### config.mk
export PLATFORM = sky130hd
export DESIGN_NAME = prom_fetch_arbiter
export DESIGN_NICKNAME = d
export VERILOG_FILES = /design/src/rtl/prom_fetch_arbiter.sv
export SDC_FILE = /design/constraint.sdc
export NUM_CORES = 1
export LEC_CHECK = 0
export BUFFER_PORTS_ARGS = -buffer_cell sky130_fd_sc_hd__buf_2
export CAP_MARGIN = 20
export CORE_MARGIN = 2
export CORE_UTILIZATION = 54
export CTS_CLUSTER_DIAMETER = 40
export CTS_CLUSTER_SIZE = 14
export DETAILED_ROUTE_END_ITERATION = 8
export GPL_TIMING_DRIVEN = 0
export PLACE_DENSITY_LB_ADDON = 0.15
export SLEW_MARGIN = 10
export SYNTH_ARGS = -nofsm -noshare
export SYNTH_HDL_FRONTEND = slang
export SYNTH_SLANG_ARGS = --single-unit
### constraint.sdc
create_clock -name CLK -period 7.4 [get_ports CLK]
set_clock_uncertainty 0.1 [all_clocks]
set_input_delay 0 -clock CLK [delete_from_list [all_inputs] [get_ports CLK]]
set_output_delay 0 -clock CLK [all_outputs]
set_load 0.02 [all_outputs]
### src/rtl/prom_fetch_arbiter.sv
// Shares the single-port program ROM between a prefetching instruction stream
// and a data-read port, one access per clock, with PC redirect flushing.
module prom_fetch_arbiter #(
    parameter int          DEPTH    = 2,
    parameter logic [15:0] RESET_PC = 16'h0000
) (
    input  logic        CLK,
    input  logic        RST,
    output logic [15:0] rom_addr,
    input  logic [31:0] rom_data,
    input  logic        pc_load,
    input  logic [15:0] pc_value,
    output logic        instr_valid,
    output logic [31:0] instr_data,
    output logic [15:0] instr_addr,
    input  logic        instr_ready,
    input  logic        rd_req,
    input  logic [15:0] rd_addr,
    output logic        rd_ack,
    output logic [31:0] rd_data
);
    localparam int AW = $clog2(DEPTH);
    localparam int CW = $clog2(DEPTH + 1);

    typedef enum logic [1:0] {G_IDLE, G_FETCH, G_DATA} grant_e;

    logic [15:0]   fetch_pc_q;
    logic [15:0]   mem_addr_q [DEPTH];
    logic [31:0]   mem_data_q [DEPTH];
    logic [AW-1:0] wr_ptr_q, rd_ptr_q;
    logic [CW-1:0] count_q, occ;
    logic          last_data_q, rd_ack_q;
    logic [31:0]   rd_data_q, hold_data_q;
    logic [15:0]   hold_addr_q;
    grant_e        grant;
    logic          pop, push, fetch_want, data_want;

    // Slot arbitration: data wins ties unless the FIFO is dry and data had the last slot.
    always_comb begin
        pop        = instr_valid && instr_ready;
        occ        = count_q - CW'(pop);
        fetch_want = !pc_load && (int'(occ) < DEPTH);
        data_want  = rd_req && !rd_ack_q;
        grant      = G_IDLE;
        if (data_want && fetch_want)
            grant = (count_q == '0 && last_data_q) ? G_FETCH : G_DATA;
        else if (data_want)
            grant = G_DATA;
        else if (fetch_want)
            grant = G_FETCH;
        push = (grant == G_FETCH);
    end

    assign rom_addr    = (grant == G_DATA) ? rd_addr : fetch_pc_q;
    assign instr_valid = (count_q != '0);
    assign instr_data  = instr_valid ? mem_data_q[rd_ptr_q] : hold_data_q;
    assign instr_addr  = instr_valid ? mem_addr_q[rd_ptr_q] : hold_addr_q;
    // A read whose ack cycle coincides with reset is dropped.
    assign rd_ack      = rd_ack_q && !RST;
    assign rd_data     = rd_data_q;

    always_ff @(posedge CLK) begin
        if (!RST && push) begin
            mem_addr_q[wr_ptr_q] <= fetch_pc_q;
            mem_data_q[wr_ptr_q] <= rom_data;
        end
    end

    always_ff @(posedge CLK) begin
        if (RST) begin
            fetch_pc_q  <= RESET_PC;
            wr_ptr_q    <= '0;
            rd_ptr_q    <= '0;
            count_q     <= '0;
            last_data_q <= 1'b0;
            rd_ack_q    <= 1'b0;
            rd_data_q   <= '0;
            hold_data_q <= '0;
            hold_addr_q <= '0;
        end else begin
            rd_ack_q <= (grant == G_DATA);
            if (grant == G_DATA)
                rd_data_q <= rom_data;
            if (grant != G_IDLE)
                last_data_q <= (grant == G_DATA);
            if (instr_valid) begin
                hold_data_q <= mem_data_q[rd_ptr_q];
                hold_addr_q <= mem_addr_q[rd_ptr_q];
            end
            if (pc_load) begin
                fetch_pc_q <= pc_value;
                wr_ptr_q   <= '0;
                rd_ptr_q   <= '0;
                count_q    <= '0;
            end else begin
                if (push) begin
                    wr_ptr_q   <= wr_ptr_q + AW'(1);
                    fetch_pc_q <= fetch_pc_q + 16'd1;
                end
                if (pop)
                    rd_ptr_q <= rd_ptr_q + AW'(1);
                count_q <= count_q + CW'(push) - CW'(pop);
            end
        end
    end
endmodule

* Word-level counts from Yosys, hierarchy flattened
Memories as Yosys holds them, arrays and structs flattened. A register that Yosys moved wholly into a read port is not among the register bits.
Index checks and enable logic that the tools add are counted.
** Storage, ports and cells
- Register bits after elaboration :: 102
- Memory bits (writable) :: 96
- Bits of input ports :: 69
- Output and inout bits :: 98
- Word-level logic and storage cells :: 50
- Memories kept :: 2
** Operators by class
- Add/sub/neg operators :: 6
- Order comparisons :: 1
- Eq/ne operators :: 2
- Multiplexer cells :: 15
- Reductions and logical operators :: 15
** Memories
- mem_data_q :: words 2, width 32, rd ports 1, clocked after memory_dff 1, wr ports 1, line 29 : logic [31:0] mem_data_q [DEPTH];
- mem_addr_q :: words 2, width 16, rd ports 1, clocked after memory_dff 1, wr ports 1, line 28 : logic [15:0] mem_addr_q [DEPTH];
** Operators by type and width (number)
- 2-to-1 mux 16 bit :: 4
- 2-to-1 mux 32 bit :: 1
- adder 16 x 1 -> 16 bit (second input constant) :: 1
- logical AND 1 bit :: 7
- 2-to-1 mux 1 bit :: 7
- 2-to-1 mux 2 bit :: 3
- nonzero test 2 bit :: 3
- subtractor 2 x 1 -> 2 bit :: 2
- logical NOT 1 bit :: 3
- adder 1 bit (second input constant) :: 2
- adder 2 x 1 -> 2 bit :: 1
- == test 2 x 1 -> 1 bit (second input constant) :: 1
- == test 2 bit (second input constant) :: 1
- logical NOT 2 bit :: 1
- less-than comparator 2 bit (second input constant) :: 1
- OR reduction 2 bit :: 1

* Longest topological paths before layout
Gate-level depths: netlist (run 1).
- Word-level depth :: 12
- Mapped depth :: 11
- Mapped depth without buffers :: 10

* Worst setup path before layout (run 1)
OpenSTA, ideal clock, no wires.
- Path kind :: flip-flop to flip-flop
- Start point :: register last_data_q
- End point :: memory mem_addr_q[1][0], enable pin
- Setup time :: 0.523 ns
- Data arrival time :: 4.673 ns
- Slack :: 2.104 ns
- Stages on the path, launching flop included :: 7
- Path buffers :: 1
- Clock period less this slack :: 5.296 ns
- Path through :: dfxtp_1 inv_2 or3_4 buf_6 a21oi_1 inv_1 nor3b_1
** On the way
- Word-level cells in the longest chain between the ends :: 7
** RTL lines
- start: declaration :: line 32 : logic last_data_q, rd_ack_q;
- start signal: assignment :: line 85 : last_data_q <= (grant == G_DATA);
- logical AND 1 bit :: line 46 : grant = (count_q == '0 && last_data_q) ? G_FETCH : G_DATA;
- 2-to-1 mux 2 bit :: line 46
- 2-to-1 mux 2 bit :: line 45 : if (data_want && fetch_want)
- == test 2 x 1 -> 1 bit :: line 51 : push = (grant == G_FETCH);
- logical AND 1 bit :: line 63 : if (!RST && push) begin
- 2-to-1 mux 1 bit :: line 63
- 2-to-1 mux 1 bit (implied by the code) :: line 64 : mem_addr_q[wr_ptr_q] <= fetch_pc_q;
- end: declaration :: line 28
Every way passes these cells.

* Final worst setup path (run 1)
- Start point :: register last_data_q
- End point :: memory mem_data_q[0][26], enable pin
** On the way
- Word-level cells in the longest chain between the ends :: 7
** RTL lines
- logical AND 1 bit :: line 46
- 2-to-1 mux 2 bit :: line 46
- 2-to-1 mux 2 bit :: line 45
- == test 2 x 1 -> 1 bit :: line 51
- logical AND 1 bit :: line 63
- 2-to-1 mux 1 bit :: line 63
- 2-to-1 mux 1 bit (implied by the code) :: line 65 : mem_data_q[wr_ptr_q] <= rom_data;
- end: declaration :: line 29
Every way passes these cells.

==> results_dict.tcl, run 1 <==
set metrics [dict create \
    status "completed" \
    die_area_mm2 0.01577 \
    synthCells 730 \
    worstMarginPinSlew_ps 882.7 \
    cts_sinks 199 \
    worst_hold_path_type "input port to register" \
    first_global_vias 6221 \
    multi_input_area_mm2 0.002745 \
    hpwlAfterDp_um 13860 \
    synth_area_leaders "edfxtp_1 36%, dfxtp_1 26%, nand2_1 7.5%" \
    crit_chain "inv_2 -> or3_4 -> buf_6 -> a21oi_1 -> inv_1 -> nor3_2 -> buf_4 -> buf_6" \
    cts_buffers 17 \
    yosysTopAreaCellShare 0.3611 \
    final.setup.tns_ps 0 \
    globalRouteTotalUtil 0.2550 \
    stdcell_count 1170 \
    drtAntennaViolNets 0 \
    grt_first_pass_wirelength_um 31310 \
    pre_cts_ws_ps 4481 \
    ff2ff_setup_slack_ps 4530 \
    cp-end-kind "register" \
    critPathBufInv 5 \
    fmax_mhz 348.4 \
    overflow 0 \
    setup_viol 0 \
    peakVddDrop_mv 0.2392 \
    holdWs_ps 63.88 \
    drc 0 \
    period_needed_ps 2871 \
    final_cell_mix "180 x buf_2, 160 x nand2_1, 103 x dfxtp_1, 96 x edfxtp_1, 60 x o21ai_0" \
    finalWeightedCongestion 0.8880 \
    drt_iter0_drc 496 \
    period_share 0.3879 \
    regArea_mm2 0.004945 \
    cp.required_ps 7440 \
    utilization 0.7036 \
    cts-root-buf "clkbuf_16" \
    synth_edf_count 96 \
    criticalPathCategory "register to register" \
    fin_nets 1045 \
    cp_max_fo 11 \
    synth_top_area_cell "edfxtp_1" \
    cp.arrival_ps 2910 \
    rows 44 \
    cts_buffer_depth 2 \
    hold_violations 0 \
    antenna_cells 0 \
    synthFlopType "dfxtp_1" \
    avgSynthCellArea_um2 10.94 \
    first_pass_iters 6 \
    maxCapViolations 0 \
    wl_per_cell_um 16.96 \
    initial_utilization 0.5514 \
    ys_async_sr_fraction 0 \
    num_vias 6325 \
    synth.distinct_cells 47 \
    start_kind "register" \
    tritoncts "yes" \
    cts_resized 0 \
    antenna_found_initial 0 \
    crit_family "simple AND/OR/NAND/NOR gates" \
    cpPeakStageDelay_ps 680 \
    die_h_um 125.6 \
    rsz0062_at_grt "false" \
    fin_ws_ps 4529 \
    slew_headroom 0.4083 \
    core_area_mm2 0.01448 \
    netlist_area_mm2 0.007984 \
    slew_violations 0 \
    io_pins 167 \
    dp_cells 1088 \
    htreeDepth 4 \
    layout-drive-gt1-share 0.2525 \
    portBuffers 165 \
    cp_slowest_cell "nor3_2" \
    insertion_delay_ps 440 \
    clk_pin_slew_ps 70 \
    ys_seq_area_frac 0.6193 \
    synthToLayoutAreaGrowth_pct 27.60 \
    final_common_cell "buf_2" \
    nFillCells 1052 \
    vias_per_cell 5.406 \
    grt_max_degree 20 \
    ys_warn_count 0 \
    drt_wl_total_um 19840 \
    total_leakage_power_nw 4.069 \
    synth_nets 802 \
    synth_seq_cells 199 \
    cpMostUsedCell "buf_6" \
    power_density_mw_per_mm2 242.2 \
    die_x_um 125.6 \
]
synth_stat cells (all sizes together) (2+ instances only):
master   count
a2111oi     14
a211oi       2
a21boi       2
a21o         4
a21oi       35
and2         2
and3         2
and4         2
buf         25
clkbuf      26
dfxtp      103
edfxtp      96
ha           3
inv          9
mux2i       48
nand2      160
nand3        6
nand3b       2
nand4        3
nor2        34
nor2b       51
nor3        11
nor4         2
o2111a      10
o211ai       4
o21ai       60
o21bai       2
xnor2        2
report_power, final:
group          switching (W)  total (W)  internal [W]
combinational       0.000222   0.000350      0.000128
clock               0.000437   0.000882      0.000445
sequential         0.0000293    0.00124       0.00121
total               0.000688    0.00247       0.00178
registers in the layout, summed over array words and instances, names as in the netlist, named ones only:
signal       count
rd_data         32
mem_addr_q      32
count_q          2
mem_data_q      64
hold_addr_q     16
hold_data_q     32
rd_ptr_q         1
last_data_q      1
fetch_pc_q      16
rd_ack_q         1
wr_ptr_q         1
logic make-up after synthesis:
kind of cell / count (synthesis) / synth area share
fa+ha+maj: 3 / 0.004702
xor+xnor: 3 / 0.003292
buf+inv: 60 / 0.03808
compound gates: 137 / 0.1142
mux: 48 / 0.06018
flops: 199 / 0.6193
simple gates: 280 / 0.1602
worst register-to-register path: stages (launching register included):
cell     delay, ps
dfxtp_1        360
inv_2           80
or3_4          390
buf_6          150
a21oi_1        180
inv_1          120
nor3_2         680
buf_4          340
buf_6          180
per-stage QoR:
stage / area [um^2] / total power, W
after floorplan: 7984 / 0.001458
after global placement: 9040 / 0.001576
after detailed placement: 9129 / 0.001587
after CTS: 10190 / 0.002477
after global routing: 10190 / 0.002558
final: 10190 / 0.002468
metal layers:
metal | global-route usage | routed length [um] | vias up
li1 | - | - | 3041
met1 | 0.3277 | 8482 | 3016
met2 | 0.4226 | 9739 | 233
met3 | 0.06590 | 1201 | 35
met4 | 0.08562 | 414 | 0
met5 | 0 | 0 | -
worst paths after layout:
kind	startpoint	endpoint	cells after the start
max	last_data_q	mem_data_q[0][26]	8
max reg2reg	last_data_q	mem_data_q[0][26]	8
min	pc_load	rd_data[2]	4
min reg2reg	rd_data[25]	rd_data[25]	2
repair_timing:
| item | CTS | global route |
|---|---|---|
| setup buffers | 0 | 0 |
| setup endpoints to repair | 0 | 0 |
| hold buffers | 50 | 0 |
| hold endpoints to repair | 115 | 0 |
cell type report:
class,count,share of cell area
flip-flops and latches,199,0.4854
multi-input cells,471,0.2695
repair buffers,224,0.1379
clock buffers,17,0.04176
plain buffers,51,0.02653
well taps,184,0.02260
clock inverters,15,0.01302
inverters,9,0.003316
No activity file was read; power rests on OpenSTA's default activity.
==> inputs of run 2 (changes only) <==
- clock period: 7.4 -> 2.74 ns (I/O delays scaled with it)
==> run 2 against run 1 <==
  * Hold slack got worse by 25 ps
  * Setup slack got worse by 4400 ps
  * Sequential share of layout area fell by 0.28 points
==> results_dict.tcl, run 2 (synthesis gave the netlist of run 1 again) <==
set metrics [dict create \
    grt_max_degree 19 \
    period_needed_ps 2575 \
    cts_resized 0 \
    regMostFlops "mem_data_q" \
    cpPeakStageDelay_ps 540 \
    die_area_mm2 0.01577 \
    ff2ff_setup_slack_ps 160 \
    timing.rr.end "mem_addr_q[0][8]" \
    cpMostUsedCell "buf_6" \
    crit_chain "and2b_1 -> a21o_1 -> buf_6 -> a21oi_4 -> inv_2 -> nor3_4 -> buf_8 -> buf_6" \
    cp_slowest_cell "nor3_4" \
    fin_area_mm2 0.01025 \
    layout-drive-gt1-share 0.2533 \
    htreeDepth 4 \
    final.setup.tns_ps 0 \
    final_common_cell "buf_2" \
    stdcell_count 1171 \
    switching_share 0.2748 \
    antenna_cells 0 \
    peakVddDrop_mv 0.5370 \
    timing.rr.start "rd_ack_q" \
    num_vias 6391 \
    synthToLayoutAreaGrowth_pct 28.38 \
    r2r_cells 8 \
    rows 44 \
    worst_hold_path_type "input port to register" \
    dp_cells 1085 \
    final_cell_mix "180 x buf_2, 160 x nand2_1, 102 x dfxtp_1, 96 x edfxtp_1, 60 x o21ai_0" \
    maxCapViolations 0 \
    drc 0 \
    clk_pin_slew_ps 70 \
    hold_violations 0 \
    clockPowerShare 0.351 \
    globalRouteTotalUtil 0.2551 \
    slew_headroom 0.5360 \
    die_h_um 125.6 \
    sequentialPowerShare 0.504 \
    criticalPathCategory "register to register" \
    core_area_mm2 0.01448 \
    period_share 0.9398 \
    setup_viol 0 \
    holdPathEnd "fetch_pc_q[14]" \
    cp.required_ps 2770 \
    drt_iter0_drc 534 \
    nFillCells 1067 \
    io_pins 167 \
    postPlaceCellArea_mm2 0.009170 \
    power_density_mw_per_mm2 646.0 \
    overflow 0 \
    antenna_found_initial 0 \
    die_x_um 125.6 \
    cp.arrival_ps 2610 \
    initial_utilization 0.5514 \
    p_switching_w 0.001820 \
    finalWeightedCongestion 0.8959 \
    portBuffers 165 \
    tritoncts "yes" \
    power.internal_w 0.004802 \
    cp-end-kind "register" \
    worstMarginPinSlew_ps 693.7 \
    wl_per_cell_um 17.27 \
    p_total_w 0.006622 \
    fmax_mhz 388.3 \
    comb_power_share 0.145 \
    grt_first_pass_wirelength_um 31530 \
    insertion_delay_ps 430 \
    holdCritStartpoint "pc_load" \
    status "completed" \
    total_leakage_power_nw 4.087 \
    slew_violations 0 \
    regArea_mm2 0.004946 \
    cts-root-buf "clkbuf_16" \
    start_kind "register" \
    cp_max_fo 13 \
    worstHoldPathCells 4 \
    cts_sinks 199 \
    cts_buffers 17 \
    critPathBufInv 4 \
    holdWs_ps 38.74 \
    crit_family "simple AND/OR/NAND/NOR gates" \
    drt_wl_total_um 20230 \
    cts_buffer_depth 2 \
    rsz0062_at_grt "false" \
    fin_nets 1046 \
    multi_input_area_mm2 0.002769 \
    largest_reg_flops 64 \
    hpwlAfterDp_um 14070 \
    vias_per_cell 5.458 \
    drtAntennaViolNets 0 \
    first_pass_iters 5 \
    first_global_vias 6166 \
]
[run 2: worst reg2reg max path, stage by stage (launching register included)]
cell and delay (ps):
dfxtp_1 330, and2b_1 270, a21o_1 210, buf_6 150, a21oi_4 150, inv_2 90, nor3_4 540, buf_8 250
buf_6 190
[run 2: repair_timing]
| action | CTS | global route |
|---|---|---|
| hold buffers | 50 | 0 |
| setup buffers | 0 | 4 |
| hold endpoints to repair | 115 | 0 |
| setup endpoints to repair | 0 | 11 |
[run 2: worst max path at each step]
| stage | depth (start not counted) | to | start |
|---|---|---|---|
| 6_report | 8 | mem_addr_q[0][8] | rd_ack_q |
| 5_1_grt | 8 | mem_addr_q[0][2] | rd_ack_q |
| 4_1_cts | 8 | mem_addr_q[1][2] | rd_ack_q |
| 3_5_place_dp | 8 | mem_addr_q[1][4] | rd_ack_q |
| 3_3_place_gp | 6 | mem_data_q[1][25] | rd_ack_q |
| 2_1_floorplan | 6 | mem_addr_q[1][0] | last_data_q |
[run 2: cell type report]
cell class | count | share of cell area
Buffer | 51 | 0.02637
Multi-Input combinational cell | 471 | 0.2701
Inverter | 9 | 0.003296
Sequential cell | 199 | 0.4825
Tap cell | 184 | 0.02246
Timing Repair Buffer | 225 | 0.1416
Clock buffer | 19 | 0.04224
Clock inverter | 13 | 0.01135
[run 2: power groups by stage]
| stage | combinational [W] | sequential (W) | clock [W] |
|---|---|---|---|
| CTS | 0.000954 | 0.00334 | 0.00234 |
| floorplan | 0.000524 | 0.00342 | 0 |
| finish | 0.000958 | 0.00334 | 0.00232 |
| global route | 0.00104 | 0.00335 | 0.00247 |
| detailed placement | 0.000896 | 0.00340 | 0 |
| global placement | 0.000861 | 0.00340 | 0 |
[run 2: routing by layer]
layer / global-route usage / wire, um / part of all wire / vias to the layer above
met1: 0.3370 / 8679 / 0.43 / 3036
met3: 0.05819 / 1325 / 0.066 / 38
met4: 0.06471 / 359 / 0.018 / 0
met2: 0.4286 / 9864 / 0.49 / 268
met5: 0 / 0 / 0 / -
li1: - / - / - / 3049
[run 2: per-stage QoR]
step | worst slack (ps) | util
floorplan | -158.1 | -
global placement | -904.0 | 0.6268
detailed placement | 47.97 | 0.6333
CTS | 17.80 | 0.7058
global route | 44.89 | 0.7079
finish | 164.8 | 0.7079
